[config.mk]
export PLATFORM = sky130hd
export DESIGN_NAME = exc_arbiter_flat
export DESIGN_NICKNAME = d
export VERILOG_FILES = /design/src/rtl/exc_arbiter_pkg.sv /design/src/rtl/exc_arbiter_if.sv /design/src/rtl/exc_arbiter_int_sync.sv /design/src/rtl/exc_arbiter.sv /design/src/flat_wrapper.sv
export SDC_FILE = /design/constraint.sdc
export NUM_CORES = 1
export LEC_CHECK = 0
export CAP_MARGIN = 5
export CORE_AREA = 2 2 172 174
export CTS_BUF_LIST = sky130_fd_sc_hd__clkbuf_8
export DETAILED_ROUTE_END_ITERATION = 12
export DIE_AREA = 0 0 174 176
export GPL_TIMING_DRIVEN = 0
export HOLD_SLACK_MARGIN = 0.05
export PLACE_DENSITY = 0.72
export SLEW_MARGIN = 30
export SYNTH_ARGS = -nofsm -noshare
export SYNTH_HDL_FRONTEND = slang
export SYNTH_SLANG_ARGS = --single-unit
[constraint.sdc]
create_clock -name clk -period 8.6 [get_ports clk]
set_input_delay 2.58 -clock clk [delete_from_list [all_inputs] [get_ports clk]]
set_output_delay 2.58 -clock clk [all_outputs]
set_load 0.01 [all_outputs]
[src/rtl/exc_arbiter_pkg.sv]
// Shared types, cause codes and vector helpers for the commit-side exception arbiter.
package exc_arbiter_pkg;

    localparam int unsigned XLEN   = 32;
    localparam int unsigned CODE_W = 5;
    localparam int unsigned CE_W   = 4;

    localparam logic [CODE_W-1:0] CODE_INT  = 5'd0;
    localparam logic [CODE_W-1:0] CODE_MOD  = 5'd1;
    localparam logic [CODE_W-1:0] CODE_TLBL = 5'd2;
    localparam logic [CODE_W-1:0] CODE_TLBS = 5'd3;
    localparam logic [CODE_W-1:0] CODE_ADEL = 5'd4;
    localparam logic [CODE_W-1:0] CODE_ADES = 5'd5;
    localparam logic [CODE_W-1:0] CODE_IBE  = 5'd6;
    localparam logic [CODE_W-1:0] CODE_DBE  = 5'd7;
    localparam logic [CODE_W-1:0] CODE_SYS  = 5'd8;
    localparam logic [CODE_W-1:0] CODE_BP   = 5'd9;
    localparam logic [CODE_W-1:0] CODE_RI   = 5'd10;
    localparam logic [CODE_W-1:0] CODE_CPU  = 5'd11;
    localparam logic [CODE_W-1:0] CODE_OV   = 5'd12;
    localparam logic [CODE_W-1:0] CODE_TR   = 5'd13;

    localparam logic [XLEN-1:0] BASE_NORMAL    = 32'h8000_0000;
    localparam logic [XLEN-1:0] BASE_BEV       = 32'hbfc0_0200;
    localparam logic [XLEN-1:0] OFFSET_REFILL  = 32'h0000_0000;
    localparam logic [XLEN-1:0] OFFSET_GENERAL = 32'h0000_0180;
    localparam logic [XLEN-1:0] OFFSET_INT     = 32'h0000_0200;

    typedef struct packed {
        logic              valid;
        logic [CODE_W-1:0] code;
        logic [XLEN-1:0]   pc;
        logic [XLEN-1:0]   badvaddr;
        logic              bd;
        logic [CE_W-1:0]   ce;
    } exception_t;

    typedef struct packed {
        logic [CODE_W-1:0] code;
        logic [XLEN-1:0]   pc;
        logic              bd;
        logic [XLEN-1:0]   badvaddr;
        logic [CE_W-1:0]   ce;
        logic              refill;
        logic              is_eret;
        logic              exl;
        logic [XLEN-1:0]   vector;
    } exc_sel_t;

    typedef enum logic [1:0] {
        IDLE   = 2'd0,
        DRAIN  = 2'd1,
        COMMIT = 2'd2
    } arb_state_e;

    function automatic logic [XLEN-1:0] exc_vector(input logic [CODE_W-1:0] code,
                                                   input logic refill, input logic exl,
                                                   input logic bev, input logic iv);
        logic [XLEN-1:0] base;
        logic [XLEN-1:0] offset;
        base = bev ? BASE_BEV : BASE_NORMAL;
        if (refill && !exl)
            offset = OFFSET_REFILL;
        else if (code == CODE_INT && iv)
            offset = OFFSET_INT;
        else
            offset = OFFSET_GENERAL;
        return base + offset;
    endfunction

    // Address-related causes that report the faulting address in BadVAddr.
    function automatic logic has_badvaddr(input logic [CODE_W-1:0] code);
        return (code == CODE_MOD) || (code == CODE_TLBL) || (code == CODE_TLBS) ||
               (code == CODE_ADEL) || (code == CODE_ADES);
    endfunction

endpackage

[src/rtl/exc_arbiter_if.sv]
// Pipeline/CP0 bundle between the core (master) and the exception arbiter (slave).
interface exc_arbiter_if
    import exc_arbiter_pkg::*;
#(
    parameter int unsigned NSRC  = 3,
    parameter int unsigned INT_W = 6
);
    exception_t [NSRC-1:0] exc_i;
    logic [NSRC-1:0]       refill_i;
    logic                  slot_valid_i;
    logic [XLEN-1:0]       slot_pc_i;
    logic                  slot_bd_i;
    logic                  eret_i;
    logic [INT_W-1:0]      hw_int_i;
    logic [1:0]            sw_int_i;
    logic                  status_ie_i;
    logic                  status_exl_i;
    logic                  status_bev_i;
    logic                  cause_iv_i;
    logic [INT_W+1:0]      status_im_i;
    logic [XLEN-1:0]       epc_i;
    logic                  mem_busy_i;

    logic                  stall_o;
    logic [NSRC-1:0]       flush_o;
    logic                  redirect_valid_o;
    logic [XLEN-1:0]       redirect_pc_o;
    logic                  cp0_we_o;
    logic [CODE_W-1:0]     cp0_code_o;
    logic                  cp0_bd_o;
    logic [CE_W-1:0]       cp0_ce_o;
    logic                  cp0_epc_we_o;
    logic [XLEN-1:0]       cp0_epc_o;
    logic                  cp0_badvaddr_we_o;
    logic [XLEN-1:0]       cp0_badvaddr_o;
    logic                  exl_set_o;
    logic                  exl_clr_o;
    logic [INT_W+1:0]      int_pending_o;

    modport master (
        output exc_i, refill_i, slot_valid_i, slot_pc_i, slot_bd_i, eret_i,
               hw_int_i, sw_int_i, status_ie_i, status_exl_i, status_bev_i,
               cause_iv_i, status_im_i, epc_i, mem_busy_i,
        input  stall_o, flush_o, redirect_valid_o, redirect_pc_o, cp0_we_o,
               cp0_code_o, cp0_bd_o, cp0_ce_o, cp0_epc_we_o, cp0_epc_o,
               cp0_badvaddr_we_o, cp0_badvaddr_o, exl_set_o, exl_clr_o, int_pending_o
    );

    modport slave (
        input  exc_i, refill_i, slot_valid_i, slot_pc_i, slot_bd_i, eret_i,
               hw_int_i, sw_int_i, status_ie_i, status_exl_i, status_bev_i,
               cause_iv_i, status_im_i, epc_i, mem_busy_i,
        output stall_o, flush_o, redirect_valid_o, redirect_pc_o, cp0_we_o,
               cp0_code_o, cp0_bd_o, cp0_ce_o, cp0_epc_we_o, cp0_epc_o,
               cp0_badvaddr_we_o, cp0_badvaddr_o, exl_set_o, exl_clr_o, int_pending_o
    );
endinterface

[src/rtl/exc_arbiter_int_sync.sv]
// Multi-bit flop-chain synchroniser for the asynchronous interrupt lines.
module int_sync #(
    parameter int unsigned W      = 6,
    parameter int unsigned STAGES = 2
) (
    input  logic         clk,
    input  logic         reset,
    input  logic [W-1:0] d,
    output logic [W-1:0] q
);
    logic [STAGES-1:0][W-1:0] ff;

    always_ff @(posedge clk or posedge reset) begin
        if (reset) begin
            ff <= '0;
        end else begin
            ff[0] <= d;
            for (int i = 1; i < STAGES; i++)
                ff[i] <= ff[i-1];
        end
    end

    assign q = ff[STAGES-1];
endmodule

[src/rtl/exc_arbiter.sv]
// Picks the oldest exception/interrupt/ERET, waits for memory to drain, then
// issues a single-cycle commit bundle (CP0 writes, flush, redirect).
module exc_arbiter
    import exc_arbiter_pkg::*;
#(
    parameter int unsigned NSRC        = 3,
    parameter int unsigned INT_W       = 6,
    parameter int unsigned SYNC_STAGES = 2
) (
    input logic         clk,
    input logic         reset,
    exc_arbiter_if.slave bus
);
    arb_state_e       state;
    exc_sel_t         rec;
    exc_sel_t         sel_c;
    exc_sel_t         src_c;
    logic             sel_valid_c;
    logic             exc_found_c;
    logic             int_take_c;
    logic             commit_c;
    logic [INT_W-1:0] hw_sync;
    logic [INT_W+1:0] pending_c;

    int_sync #(.W(INT_W), .STAGES(SYNC_STAGES)) u_int_sync (
        .clk   (clk),
        .reset (reset),
        .d     (bus.hw_int_i),
        .q     (hw_sync)
    );

    assign pending_c         = {hw_sync, bus.sw_int_i};
    assign bus.int_pending_o = pending_c;

    assign int_take_c = bus.status_ie_i & ~bus.status_exl_i &
                        (|(pending_c & bus.status_im_i)) & bus.slot_valid_i;

    // Priority select: interrupt, then oldest (highest-index) stage, then ERET.
    always_comb begin
        sel_c       = '0;
        sel_valid_c = 1'b0;
        exc_found_c = 1'b0;
        for (int k = 0; k < NSRC; k++) begin
            if (bus.exc_i[k].valid) begin
                exc_found_c    = 1'b1;
                sel_c.code     = bus.exc_i[k].code;
                sel_c.pc       = bus.exc_i[k].pc;
                sel_c.bd       = bus.exc_i[k].bd;
                sel_c.badvaddr = bus.exc_i[k].badvaddr;
                sel_c.ce       = bus.exc_i[k].ce;
                sel_c.refill   = bus.refill_i[k];
            end
        end
        if (int_take_c) begin
            sel_c          = '0;
            sel_c.code     = CODE_INT;
            sel_c.pc       = bus.slot_pc_i;
            sel_c.bd       = bus.slot_bd_i;
            sel_valid_c    = 1'b1;
        end else if (exc_found_c) begin
            sel_valid_c    = 1'b1;
        end else if (bus.eret_i && !bus.exc_i[NSRC-1].valid) begin
            sel_c.is_eret  = 1'b1;
            sel_valid_c    = 1'b1;
        end
        sel_c.exl    = bus.status_exl_i;
        sel_c.vector = exc_vector(sel_c.code, sel_c.refill, bus.status_exl_i,
                                  bus.status_bev_i, bus.cause_iv_i);
    end

    assign src_c    = (state == IDLE) ? sel_c : rec;
    assign commit_c = ~bus.mem_busy_i &
                      (((state == IDLE) & sel_valid_c) | (state == DRAIN));

    always_ff @(posedge clk or posedge reset) begin
        if (reset) begin
            state                 <= IDLE;
            rec                   <= '0;
            bus.stall_o           <= 1'b0;
            bus.flush_o           <= '0;
            bus.redirect_valid_o  <= 1'b0;
            bus.redirect_pc_o     <= '0;
            bus.cp0_we_o          <= 1'b0;
            bus.cp0_code_o        <= '0;
            bus.cp0_bd_o          <= 1'b0;
            bus.cp0_ce_o          <= '0;
            bus.cp0_epc_we_o      <= 1'b0;
            bus.cp0_epc_o         <= '0;
            bus.cp0_badvaddr_we_o <= 1'b0;
            bus.cp0_badvaddr_o    <= '0;
            bus.exl_set_o         <= 1'b0;
            bus.exl_clr_o         <= 1'b0;
        end else begin
            bus.flush_o           <= '0;
            bus.redirect_valid_o  <= 1'b0;
            bus.cp0_we_o          <= 1'b0;
            bus.cp0_epc_we_o      <= 1'b0;
            bus.cp0_badvaddr_we_o <= 1'b0;
            bus.exl_set_o         <= 1'b0;
            bus.exl_clr_o         <= 1'b0;

            case (state)
                IDLE: begin
                    if (sel_valid_c) begin
                        rec <= sel_c;
                        if (bus.mem_busy_i) begin
                            state       <= DRAIN;
                            bus.stall_o <= 1'b1;
                        end
                    end
                end
                DRAIN:   ;
                COMMIT:  state <= IDLE;
                default: state <= IDLE;
            endcase

            // Commit bundle is registered on entry to COMMIT so it is live for that one cycle.
            if (commit_c) begin
                state                <= COMMIT;
                bus.stall_o          <= 1'b0;
                bus.flush_o          <= '1;
                bus.redirect_valid_o <= 1'b1;
                if (src_c.is_eret) begin
                    bus.redirect_pc_o <= bus.epc_i;
                    bus.exl_clr_o     <= 1'b1;
                end else begin
                    bus.redirect_pc_o     <= src_c.vector;
                    bus.cp0_we_o          <= 1'b1;
                    bus.cp0_code_o        <= src_c.code;
                    bus.cp0_bd_o          <= src_c.bd;
                    bus.cp0_ce_o          <= src_c.ce;
                    bus.exl_set_o         <= 1'b1;
                    bus.cp0_epc_we_o      <= ~src_c.exl;
                    bus.cp0_epc_o         <= src_c.bd ? (src_c.pc - 32'd4) : src_c.pc;
                    bus.cp0_badvaddr_we_o <= has_badvaddr(src_c.code);
                    bus.cp0_badvaddr_o    <= src_c.badvaddr;
                end
            end
        end
    end
endmodule

[src/flat_wrapper.sv]
// flat-port wrapper written by rule: the top's interface ports become plain ports
module exc_arbiter_flat import exc_arbiter_pkg::*;
#(
    parameter int unsigned NSRC        = 3,
    parameter int unsigned INT_W       = 6,
    parameter int unsigned SYNC_STAGES = 2
)
  (clk, reset, bus_exc_i, bus_refill_i, bus_slot_valid_i, bus_slot_pc_i, bus_slot_bd_i, bus_eret_i, bus_hw_int_i, bus_sw_int_i, bus_status_ie_i, bus_status_exl_i, bus_status_bev_i, bus_cause_iv_i, bus_status_im_i, bus_epc_i, bus_mem_busy_i, bus_stall_o, bus_flush_o, bus_redirect_valid_o, bus_redirect_pc_o, bus_cp0_we_o, bus_cp0_code_o, bus_cp0_bd_o, bus_cp0_ce_o, bus_cp0_epc_we_o, bus_cp0_epc_o, bus_cp0_badvaddr_we_o, bus_cp0_badvaddr_o, bus_exl_set_o, bus_exl_clr_o, bus_int_pending_o);
  exc_arbiter_if #(.NSRC(NSRC), .INT_W(INT_W)) bus_i ();
  input logic clk;
  input logic reset;
  input wire logic [$bits(bus_i.exc_i)-1:0] bus_exc_i;
  input wire logic [$bits(bus_i.refill_i)-1:0] bus_refill_i;
  input wire logic [$bits(bus_i.slot_valid_i)-1:0] bus_slot_valid_i;
  input wire logic [$bits(bus_i.slot_pc_i)-1:0] bus_slot_pc_i;
  input wire logic [$bits(bus_i.slot_bd_i)-1:0] bus_slot_bd_i;
  input wire logic [$bits(bus_i.eret_i)-1:0] bus_eret_i;
  input wire logic [$bits(bus_i.hw_int_i)-1:0] bus_hw_int_i;
  input wire logic [$bits(bus_i.sw_int_i)-1:0] bus_sw_int_i;
  input wire logic [$bits(bus_i.status_ie_i)-1:0] bus_status_ie_i;
  input wire logic [$bits(bus_i.status_exl_i)-1:0] bus_status_exl_i;
  input wire logic [$bits(bus_i.status_bev_i)-1:0] bus_status_bev_i;
  input wire logic [$bits(bus_i.cause_iv_i)-1:0] bus_cause_iv_i;
  input wire logic [$bits(bus_i.status_im_i)-1:0] bus_status_im_i;
  input wire logic [$bits(bus_i.epc_i)-1:0] bus_epc_i;
  input wire logic [$bits(bus_i.mem_busy_i)-1:0] bus_mem_busy_i;
  output wire logic [$bits(bus_i.stall_o)-1:0] bus_stall_o;
  output wire logic [$bits(bus_i.flush_o)-1:0] bus_flush_o;
  output wire logic [$bits(bus_i.redirect_valid_o)-1:0] bus_redirect_valid_o;
  output wire logic [$bits(bus_i.redirect_pc_o)-1:0] bus_redirect_pc_o;
  output wire logic [$bits(bus_i.cp0_we_o)-1:0] bus_cp0_we_o;
  output wire logic [$bits(bus_i.cp0_code_o)-1:0] bus_cp0_code_o;
  output wire logic [$bits(bus_i.cp0_bd_o)-1:0] bus_cp0_bd_o;
  output wire logic [$bits(bus_i.cp0_ce_o)-1:0] bus_cp0_ce_o;
  output wire logic [$bits(bus_i.cp0_epc_we_o)-1:0] bus_cp0_epc_we_o;
  output wire logic [$bits(bus_i.cp0_epc_o)-1:0] bus_cp0_epc_o;
  output wire logic [$bits(bus_i.cp0_badvaddr_we_o)-1:0] bus_cp0_badvaddr_we_o;
  output wire logic [$bits(bus_i.cp0_badvaddr_o)-1:0] bus_cp0_badvaddr_o;
  output wire logic [$bits(bus_i.exl_set_o)-1:0] bus_exl_set_o;
  output wire logic [$bits(bus_i.exl_clr_o)-1:0] bus_exl_clr_o;
  output wire logic [$bits(bus_i.int_pending_o)-1:0] bus_int_pending_o;
  assign bus_i.exc_i = bus_exc_i;
  assign bus_i.refill_i = bus_refill_i;
  assign bus_i.slot_valid_i = bus_slot_valid_i;
  assign bus_i.slot_pc_i = bus_slot_pc_i;
  assign bus_i.slot_bd_i = bus_slot_bd_i;
  assign bus_i.eret_i = bus_eret_i;
  assign bus_i.hw_int_i = bus_hw_int_i;
  assign bus_i.sw_int_i = bus_sw_int_i;
  assign bus_i.status_ie_i = bus_status_ie_i;
  assign bus_i.status_exl_i = bus_status_exl_i;
  assign bus_i.status_bev_i = bus_status_bev_i;
  assign bus_i.cause_iv_i = bus_cause_iv_i;
  assign bus_i.status_im_i = bus_status_im_i;
  assign bus_i.epc_i = bus_epc_i;
  assign bus_i.mem_busy_i = bus_mem_busy_i;
  assign bus_stall_o = bus_i.stall_o;
  assign bus_flush_o = bus_i.flush_o;
  assign bus_redirect_valid_o = bus_i.redirect_valid_o;
  assign bus_redirect_pc_o = bus_i.redirect_pc_o;
  assign bus_cp0_we_o = bus_i.cp0_we_o;
  assign bus_cp0_code_o = bus_i.cp0_code_o;
  assign bus_cp0_bd_o = bus_i.cp0_bd_o;
  assign bus_cp0_ce_o = bus_i.cp0_ce_o;
  assign bus_cp0_epc_we_o = bus_i.cp0_epc_we_o;
  assign bus_cp0_epc_o = bus_i.cp0_epc_o;
  assign bus_cp0_badvaddr_we_o = bus_i.cp0_badvaddr_we_o;
  assign bus_cp0_badvaddr_o = bus_i.cp0_badvaddr_o;
  assign bus_exl_set_o = bus_i.exl_set_o;
  assign bus_exl_clr_o = bus_i.exl_clr_o;
  assign bus_int_pending_o = bus_i.int_pending_o;
  exc_arbiter #(.NSRC(NSRC), .INT_W(INT_W), .SYNC_STAGES(SYNC_STAGES)) u_core (.clk(clk), .reset(reset), .bus(bus_i));
endmodule
Word-level counts from Yosys, hierarchy flattened

Cells that the tools add are included.
Widths: inputs -> output; s select.

Add/sub/neg operators: 2
$mul: 0
Div/mod/pow operators: 0
$lt $le $gt $ge: 0
Eq/ne operators: 9
Shift-type cells: 0
Multiplexer cells: 36
Bitwise logic cells: 11
Reduce and logical (&&, ||, !) cells: 19

Operator list:

| operator              | count |
|---|---|
| $mux 75               | 4 |
| $mux 109              | 1 |
| $mux 32               | 3 |
| $add 32x32->32        | 1 |
| $sub 32x3->32 const B | 1 |
| $mux 30               | 1 |
| $mux 1                | 21 |
| $eq 5x2->1 const B    | 2 |
| $eq 5x3->1 const B    | 2 |
| $mux 10               | 1 |
| $and 8x8->8           | 1 |
| $reduce_or 8->1       | 1 |
| $mux 2                | 3 |
| $reduce_and 3->1      | 2 |
| $reduce_bool 2->1     | 3 |
| $and 1x1->1           | 5 |
| $eq 5x1->1 const B    | 1 |
| $logic_not 5->1       | 1 |
| $logic_or 1x1->1      | 4 |
| $not 1->1             | 4 |
| $pmux 2 s2            | 1 |
| $reduce_and 2->1      | 2 |
| $logic_and 1x1->1     | 3 |
| $mux 3                | 1 |
| 7 further kinds       | 8 |

Register bits: 238
Latch bits: 0
Memory bits (writable): 0
Bits in read-only memories: 0
Bits of input ports: 318
Output and inout bits: 124
Logic and storage cells: 102
Memories: 0

Depth between registers and ports, before layout

Gate-level depths: netlist of run 1.

Depth in word-level cells: 18
Mapped depth: 15

Cells and area by module

A second synthesis of run 1 with hierarchy kept.

Cell total of the unflattened synthesis: 1,164
Area total of the unflattened synthesis: 10,836.6 µm²

By module, submodules not included:

| module      | times used | cells an instance | area each (µm²) | seq. area each (µm²) |
|---|---|---|---|---|
| exc_arbiter | 1          | 1,145             | 10,487.6        | 4,879.7 |
| int_sync    | 1          | 19                | 349.1           | 300.3 |

Least setup slack after synthesis of run 1

Ideal clock, no wire load.

Path type: input -> output
From: input bus_sw_int_i[0]
To: output bus_int_pending_o[0]
Arrival time: 2.699 ns
Data required time: 6.020 ns
Path slack: 3.321 ns
Stages on the path: 1
Path buffers: 1
Path through: buf_4

RTL lines:

| item            | line               | text |
|---|---|---|
| start, declared | flat_wrapper.sv:19 | `input wire logic [$bits(bus_i.sw_int_i)-1:0] bus_sw_int_i;` |
| end, declared   | flat_wrapper.sv:41 | `output wire logic [$bits(bus_i.int_pending_o)-1:0] bus_int_pending_o;` |

No word-level cell between the ends.

Worst setup path after layout of run 1

From: input bus_sw_int_i[1]
To: output bus_int_pending_o[1]

No word-level cell between the ends.

==> results of run 1 <==
==> registers in the layout (all words and copies together) (netlist names), 2 cells and up <==
| signal | cells |
|---|---|
| u_core.u_int_sync.ff | 6 |
| u_core.state | 2 |
| u_core.bus.cp0_epc_o | 32 |
| u_core.bus.redirect_pc_o | 32 |
| u_core.bus.cp0_ce_o | 4 |
| u_core.rec | 81 |
| u_core.u_int_sync.q | 6 |
| u_core.bus.cp0_badvaddr_o | 32 |
| u_core.bus.cp0_code_o | 5 |
==> metrics by stage <==
step                setup TNS [ns]  utilization  worst slack, ns  hold slack [ns]  power [mW]
global placement           -485.25        0.554            -2.36            0.333        2.39
detailed placement               0        0.556             1.85            0.335        2.41
global route                     0        0.584             2.12            0.351        3.55
floorplan                        0            -            0.368            0.331        1.79
CTS                              0        0.584             2.30            0.346        3.39
finish                           0        0.584             2.30            0.346        3.36
==> area by class of cell <==
cell class / count / area (sq um) / share of cell area
antenna: 3 / 7.51 / 0.000450
buffer: 116 / 561 / 0.0336
clock buffer: 49 / 674 / 0.0404
clock inverter: 18 / 116 / 0.00698
inverter: 15 / 63.8 / 0.00383
multi-input combinational: 816 / 5130 / 0.308
sequential: 207 / 5180 / 0.311
tap: 384 / 480 / 0.0288
timing repair buffer: 442 / 4460 / 0.267
==> logic make-up after synthesis <==
| logic type | count (synthesis) |
|---|---|
| muxes | 7 |
| adders and majority gates | 2 |
| xor gates and xnor gates | 26 |
| and+or+nand+nor | 316 |
| AOI/OAI and AO/OA | 465 |
| DFF | 207 |
| buffers and inverters | 131 |
==> metal layers <==
metal	GRT usage	vias to the layer above	wire, microns	share of wire
met1	0.393	5500	19300	0.43
li1	-	5222	-	-
met3	0.0510	78	3170	0.071
met2	0.467	524	21100	0.47
met4	0.0896	0	1250	0.028
met5	0	-	0	0
==> power by group <==
part / switching, mW / leakage [nW] / internal, mW
clock network: 0.422 / 0.434 / 0.544
registers: 0.109 / 2.58 / 1.17
logic: 0.542 / 4.00 / 0.571
total: 1.07 / 7.01 / 2.29
==> critical path, cell delays in order <==
cell and delay (ns):
clkdlybuf4s50_1 0.50, buf_4 0.12, clkdlybuf4s50_1 0.52
==> cell usage after synthesis, types with 7 or more instances <==
cell,count,area [sq um]
nor2b_1,8,50.1
o21ai_0,115,576
clkbuf_1,58,218
o221ai_1,14,123
dfrtp_1,207,5180
o21ai_1,17,85.1
buf_4,15,113
a22oi_1,10,75.1
nand3b_1,8,60.1
nor2_1,79,297
nor3_1,10,50.1
buf_2,19,95.1
a31oi_1,14,87.6
inv_1,14,52.6
nand2_1,150,563
nor4_2,7,87.6
xnor2_1,21,184
a31o_2,9,78.8
nand3_1,15,75.1
a221o_1,66,661
a221oi_1,11,96.3
buf_1,18,67.6
a21o_1,50,375
o211ai_1,7,52.6
a211o_1,7,61.3
a21oi_1,69,345
a22o_1,37,324
==> path summary, 6_finish.rpt <==
kind,start,end,depth (start not counted)
worst max register to register,u_core.u_int_sync.q[4],u_core.bus.cp0_code_o[1],11
worst min-delay path,u_core.u_int_sync.ff[0],u_core.u_int_sync.q[0],0
worst min register to register,u_core.u_int_sync.ff[0],u_core.u_int_sync.q[0],0
worst max-delay path,bus_sw_int_i[1],bus_int_pending_o[1],3
min in group asynchronous,reset,u_core.bus.redirect_pc_o[15],2
max in group asynchronous,reset,u_core.u_int_sync.ff[0],4
==> flow_summary.yaml, run 1 <==
timing:
  rsz0062_at_grt: "false"
  min_period_ns: 6.30
  setup_viol: 0
  drv_slew: 0
  fin_worst_skew_ns: 0.0302
  tightest_slew_ns: 0.865
  slew_headroom: 0.424
  clock.fmax_ghz: 0.159
  finalCritPeriodShare: 0.733
  finalHoldViolations: 0
die:
  pin_count: 442
  dieArea_sq_mm: 0.0306
  num_rows: 62
  die_y_microns: 176
  dieWidth_microns: 174
  initial_utilization: 0.383
  core_area_sq_mm: 0.0285
logic_synthesis:
  syn_nets: 1474
  synth-adder-area-share: 0.00229
  ys_warn_count: 0
  synthSimpleGateAreaFrac: 0.136
  synth_cell_type_count: 70
  synth_mux_area_frac: 0.00710
  synth-seq-area-share: 0.474
  syn_inst: 1154
  synth_compound_area_frac: 0.303
  synth_seq_cells: 207
  ys_async_sr_fraction: 1.00
  synth_top_family_by_area: "compound AO/OA/AOI/OAI gates"
  ys.flop_type: "dfrtp_1"
  synth_area_sq_mm: 0.0109
  syn_avg_cell_area_sq_um: 9.47
  synth-xor-area-share: 0.0208
  synth_edf_count: 0
worst_setup_path:
  endpoint_kind: "output port"
  worstSetupPathType: "in -> out"
  ff2ff_setup_slack_ns: 4.49
  crit_required_ns: 6.02
  start_kind: "input port"
  cp.arrival_ns: 3.72
  critPathMaxFanout: 2
cts:
  cts_tree: "done"
  cts_max_level: 2
  numCtsBuffers: 39
  clkSinkCount: 207
  root_buffer: "clkbuf_8"
  clock_latency_ns: 0.53
  cts_buffer_depth: 3
  cts_hold_buf: 0
  post_cts_buffers: 0
  path_clk_slew_ns: 0.05
  cts_resized: 0
detailed_routing:
  drtPass1Iterations: 5
  routed_wl_mm: 44.8
  vias_per_cell: 5.52
  drt-initial-drc-count: 829
  vias: 11324
  wl_per_cell_microns: 21.8
  ant_nets: 0
  remaining_drc_errors: 0
finish:
  syn2layout_area_growth_pct: 52.6
  layout_commonest_cell: "clkdlybuf4s50_1"
  final_cell_area_sq_mm: 0.0167
  nNetsFinal: 1957
  fin_cells: 2050
  layout_common_cells: "clkdlybuf4s50_1, dfrtp_1, nand2_1, o21ai_0, nor2_1"
  drive_gt1_frac: 0.0896
  fillers: 2612
pwr:
  vdd_drop_max_uv: 110
  p_leak_nw: 7.01
  cellPowerDensity_mw_per_mm2: 202
status:
  status: "complete, no violations"
global_route:
  grt_use_total: 0.287
  grt_max_degree: 81
  grt_pass1_wl_mm: 67.8
  antenna_found_initial: 3
  overflow: 0
  grt_pass1_vias: 11344
hold_path:
  hold_class: "reg -> reg"
placement:
  hpwl_mm: 34.9
  dp_cells: 1980
  port_buffers: 440
  gp_congestion: 0.909
  dpl-instance-area_sq_mm: 0.0159
run:
  maxCapViolCount: 0
Power figures use the tool's default switching activity.
==> run 2: changes to the inputs <==
clock period = 5.5 ns   (was 8.6 ns; I/O delays follow)
==> run 2 against run 1 <==
  * Clock-buffer cell count unchanged
  * Die area unchanged
  * Final cell count up 0.24%
  * Wire length up 0.46%
  * Register-to-register slack worse by 3.2 ns
  * Final area up 0.98%
  * Clock skew down 0.0054 ns
  * First-iteration DRC count up 23%
  * Global-route usage about the same
  * Setup slack worse by 2.2 ns
  * Flip-flop and latch count unchanged
==> flow_summary.yaml, run 2 (synthesis results as in run 1) <==
cts:
  post_cts_buffers: 0
  cts_resized: 0
  cts_buffer_depth: 3
  numCtsBuffers: 37
  root_buffer: "clkbuf_8"
  clkSinkCount: 207
  cts_tree: "done"
  cts_max_level: 2
  clock_latency_ns: 0.53
  cts_hold_buf: 0
  path_clk_slew_ns: 0.06
worst_setup_path:
  cpMostUsedCell: "nand2_1"
  critPathSlowestCell: "clkbuf_1"
  cp.arrival_ns: 5.76
  cp_cell_sequence: "clkdlybuf4s50_1 > a22oi_2 > nand4_1 > nand2_1 > clkbuf_1 > a32oi_1 > nand2_1 > buf_2 > buf_2 > buf_1 > nand2_1 > o21ai_0"
  ff2ff_setup_slack_ns: 1.31
  worstSetupPathType: "in -> reg"
  cpPeakStageDelay_ns: 0.60
  crit_required_ns: 5.91
  crit_buf_inv: 5
  critPathTopFamily: "buffers and inverters"
  endpoint_kind: "register"
  start_kind: "input port"
  critPathMaxFanout: 10
pwr:
  p_leak_nw: 7.08
  vdd_drop_max_uv: 177
  cellPowerDensity_mw_per_mm2: 315
timing:
  tightest_slew_ns: 0.834
  drv_slew: 0
  finalCritPeriodShare: 0.973
  setup_viol: 0
  slew_headroom: 0.444
  clock.fmax_ghz: 0.187
  fin_worst_skew_ns: 0.0248
  finalHoldViolations: 0
  rsz0062_at_grt: "false"
  tns_ns: 0
  min_period_ns: 5.35
finish:
  utilization: 0.590
  layout_commonest_cell: "clkdlybuf4s50_1"
  ff_latch_area_sq_mm: 0.00518
  fillers: 2582
  drive_gt1_frac: 0.0918
  largest_reg_flops: 81
  nNetsFinal: 1962
  largest-register: "u_core.rec"
  multi_input_area_sq_mm: 0.00513
  syn2layout_area_growth_pct: 54.1
  layout_common_cells: "clkdlybuf4s50_1, dfrtp_1, nand2_1, o21ai_0, nor2_1"
  fin_cells: 2055
detailed_routing:
  drtPass1Iterations: 5
  vias: 11420
  ant_nets: 0
  wl_per_cell_microns: 21.9
  routed_wl_mm: 45.0
  remaining_drc_errors: 0
  drt-initial-drc-count: 1019
  vias_per_cell: 5.56
global_route:
  overflow: 0
  grt_use_total: 0.287
  grt_pass1_wl_mm: 67.3
  antenna_found_initial: 7
  grt_pass1_vias: 11120
  grt_max_degree: 29
die:
  num_rows: 62
  initial_utilization: 0.383
  die_y_microns: 176
  dieWidth_microns: 174
  pin_count: 442
  dieArea_sq_mm: 0.0306
  core_area_sq_mm: 0.0285
status:
  status: "complete, no violations"
hold_path:
  hold_class: "reg -> reg"
run:
  maxCapViolCount: 0
placement:
  gp_congestion: 0.904
  port_buffers: 440
  hpwl_mm: 35.2
  dp_cells: 1987
-- run 2: metal layers --
| layer | global-route usage | routed length, microns |
|---|---|---|
| met5 | 0 | 13 |
| met4 | 0.107 | 1490 |
| met3 | 0.0573 | 3170 |
| met2 | 0.454 | 20700 |
| met1 | 0.391 | 19600 |
-- run 2: where the power goes --
| part | switching (mW) | internal [mW] | total [mW] |
|---|---|---|---|
| combinational | 0.856 | 0.904 | 1.76 |
| sequential | 0.173 | 1.83 | 2.01 |
| clock | 0.655 | 0.888 | 1.54 |
-- run 2: final cells by class --
class                           count  share of cell area
Antenna cell                        5            0.000743
Buffer                            116              0.0333
Clock buffer                       49              0.0400
Clock inverter                     14             0.00691
Inverter                           15             0.00357
Multi-Input combinational cell    816               0.305
Sequential cell                   207               0.308
Tap cell                          384              0.0285
Timing Repair Buffer              449               0.274
-- run 2: path summary, 6_finish.rpt --
| kind | depth (start not counted) | from | to |
|---|---|---|---|
| max in group asynchronous | 7 | reset | u_core.rec[60] |
| hold / removal | 0 | u_core.u_int_sync.ff[3] | u_core.u_int_sync.q[3] |
| min in group asynchronous | 2 | reset | u_core.bus.stall_o |
| hold reg to reg | 0 | u_core.u_int_sync.ff[3] | u_core.u_int_sync.q[3] |
| setup / recovery | 12 | bus_sw_int_i[1] | u_core.bus.cp0_epc_o[1] |
| setup reg to reg | 11 | u_core.u_int_sync.q[5] | u_core.bus.cp0_epc_o[1] |
-- run 2: stage by stage --
stage	cell area, sq um	total power [mW]	setup slack [ns]	hold WS [ns]
floorplan	10900	2.81	1.16	0.331
global placement	15800	3.73	-0.541	0.332
detailed placement	16000	3.79	-0.354	0.335
CTS	16800	5.35	0.156	0.347
global route	16800	5.58	0.0156	0.359
finish	16800	5.31	0.149	0.346
==> run 3: changes to the inputs <==
SLEW_MARGIN = unset   (was 30)
==> run 3 against run 2 <==
  * Final cell count is essentially flat
  * Sequential share of layout area increased by 0.14 points
  * First-iteration DRC count shrank 4.6%
  * Sequential power barely moved
  * Clock power grew 3%
  * Power up 0.54%
  * Final area shrank 0.45%
  * Wire length is 0.46% lower
  * Global-route usage is 0.23 points lower
  * Critical path type unchanged
  * Critical endpoint is now u_core.bus.cp0_badvaddr_we_o
  * Largest cell class is now registers
==> flow_summary.yaml, run 3 (synthesis results as in run 1) <==
finish:
  final_cell_area_sq_mm: 0.0168
  largest-register: "u_core.rec"
  largest_reg_flops: 81
  syn2layout_area_growth_pct: 53.4
  layout_common_cells: "clkdlybuf4s50_1, dfrtp_1, nand2_1, o21ai_0, nor2_1"
  drive_gt1_frac: 0.0905
  nNetsFinal: 1960
  fillers: 2601
  layout_commonest_cell: "clkdlybuf4s50_1"
worst_setup_path:
  cp.arrival_ns: 5.76
  critPathMaxFanout: 10
  cp_cell_sequence: "clkdlybuf4s50_1 > nor2_1 > nand2_1 > clkbuf_1 > a32oi_1 > nand2_1 > buf_2 > inv_1 > clkbuf_1 > nand3_1 > nor2_1"
  cpPeakStageDelay_ns: 0.83
  crit_buf_inv: 5
  crit_required_ns: 5.94
  critPathTopFamily: "buffers and inverters"
  critPathSlowestCell: "a32oi_1"
  endpoint_kind: "register"
  start_kind: "input port"
  worstSetupPathType: "in -> reg"
die:
  die_y_microns: 176
  dieWidth_microns: 174
  dieArea_sq_mm: 0.0306
  initial_utilization: 0.383
  pin_count: 442
  core_area_sq_mm: 0.0285
  num_rows: 62
placement:
  hpwl_mm: 34.9
  dp_slack_ns: -0.363
  dpl-instance-area_sq_mm: 0.0159
  gp_congestion: 0.904
  port_buffers: 440
cts:
  root_buffer: "clkbuf_8"
  clock_latency_ns: 0.54
  clkSinkCount: 207
  post_cts_buffers: 0
  cts_resized: 0
  cts_tree: "done"
  cts_hold_buf: 0
  cts_buffer_depth: 3
  numCtsBuffers: 38
  path_clk_slew_ns: 0.06
  cts_max_level: 2
pwr:
  cellPowerDensity_mw_per_mm2: 318
  vdd_drop_max_uv: 158
  p_leak_nw: 7.06
timing:
  holdWs_ns: 0.341
  setup_viol: 0
  drv_slew: 0
  slew_headroom: 0.424
  rsz0062_at_grt: "false"
  min_period_ns: 5.31
  fin_worst_skew_ns: 0.0325
  finalHoldViolations: 0
  clock.fmax_ghz: 0.188
  layout_setup_ws_ns: 0.187
  tightest_slew_ns: 0.864
  tns_ns: 0
  finalCritPeriodShare: 0.966
detailed_routing:
  vias_per_cell: 5.54
  wl_per_cell_microns: 21.8
  routed_wl_mm: 44.8
  vias: 11369
  ant_nets: 0
  remaining_drc_errors: 0
  drtPass1Iterations: 6
  drt-initial-drc-count: 972
global_route:
  antenna_found_initial: 4
  grt_use_total: 0.285
  grt_pass1_wl_mm: 67.1
  overflow: 0
  grt_pass1_vias: 11077
  grt_max_degree: 43
hold_path:
  hold_class: "reg -> reg"
run:
  maxCapViolCount: 0
status:
  status: "complete, no violations"
==> run 3: final timing paths <==
check                                         from                             to  slack, ns  cells past startpoint
max                               bus_status_exl_i   u_core.bus.cp0_badvaddr_we_o       0.19                     11
min                        u_core.u_int_sync.ff[5]         u_core.u_int_sync.q[5]       0.34                      0
max reg2reg                 u_core.u_int_sync.q[5]        u_core.bus.cp0_epc_o[5]       1.33                     11
min reg2reg                u_core.u_int_sync.ff[5]         u_core.u_int_sync.q[5]       0.34                      0
max in group asynchronous                    reset  u_core.bus.cp0_badvaddr_o[17]       2.90                      5
min in group asynchronous                    reset       u_core.bus.cp0_epc_o[10]       1.54                      2
==> run 3: routing by layer <==
layer	global-route usage	vias up	wire length, microns
met5	0	-	28
met4	0.0795	4	1070
met3	0.0558	75	3140
met2	0.464	468	21200
met1	0.388	5594	19400
li1	-	5228	-
==> run 3: area by class of cell <==
class,count,area (sq um),share of cell area
clock buffers,50,688,0.0410
well taps,384,480,0.0287
clock inverters,18,135,0.00806
plain buffers,116,561,0.0334
flip-flops and latches,207,5180,0.309
multi-input cells,816,5130,0.306
repair buffers,446,4520,0.270
diodes,1,2.50,0.000149
inverters,15,60.1,0.00358
==> run 3: worst reg2reg max path: cells and delay by family (launching register included) <==
kind | cells | cell delay, ns
flops | 1 | 0.40
compound gates | 3 | 0.85
buf+inv | 4 | 1.79
simple gates | 4 | 1.05
==> run 3: per-stage QoR <==
step,power [mW],cells,util
after floorplan,2.81,1154,-
after global placement,3.73,1978,0.554
after detailed placement,3.77,1984,0.558
after CTS,5.37,2052,0.587
after global routing,5.61,2052,0.587
final,5.34,2053,0.587
==> run 3: where the power goes <==
| part | switching (mW) | internal, mW | total [mW] |
|---|---|---|---|
| sequential | 0.171 | 1.83 | 2.01 |
| clock | 0.672 | 0.909 | 1.58 |
| combinational | 0.855 | 0.898 | 1.75 |
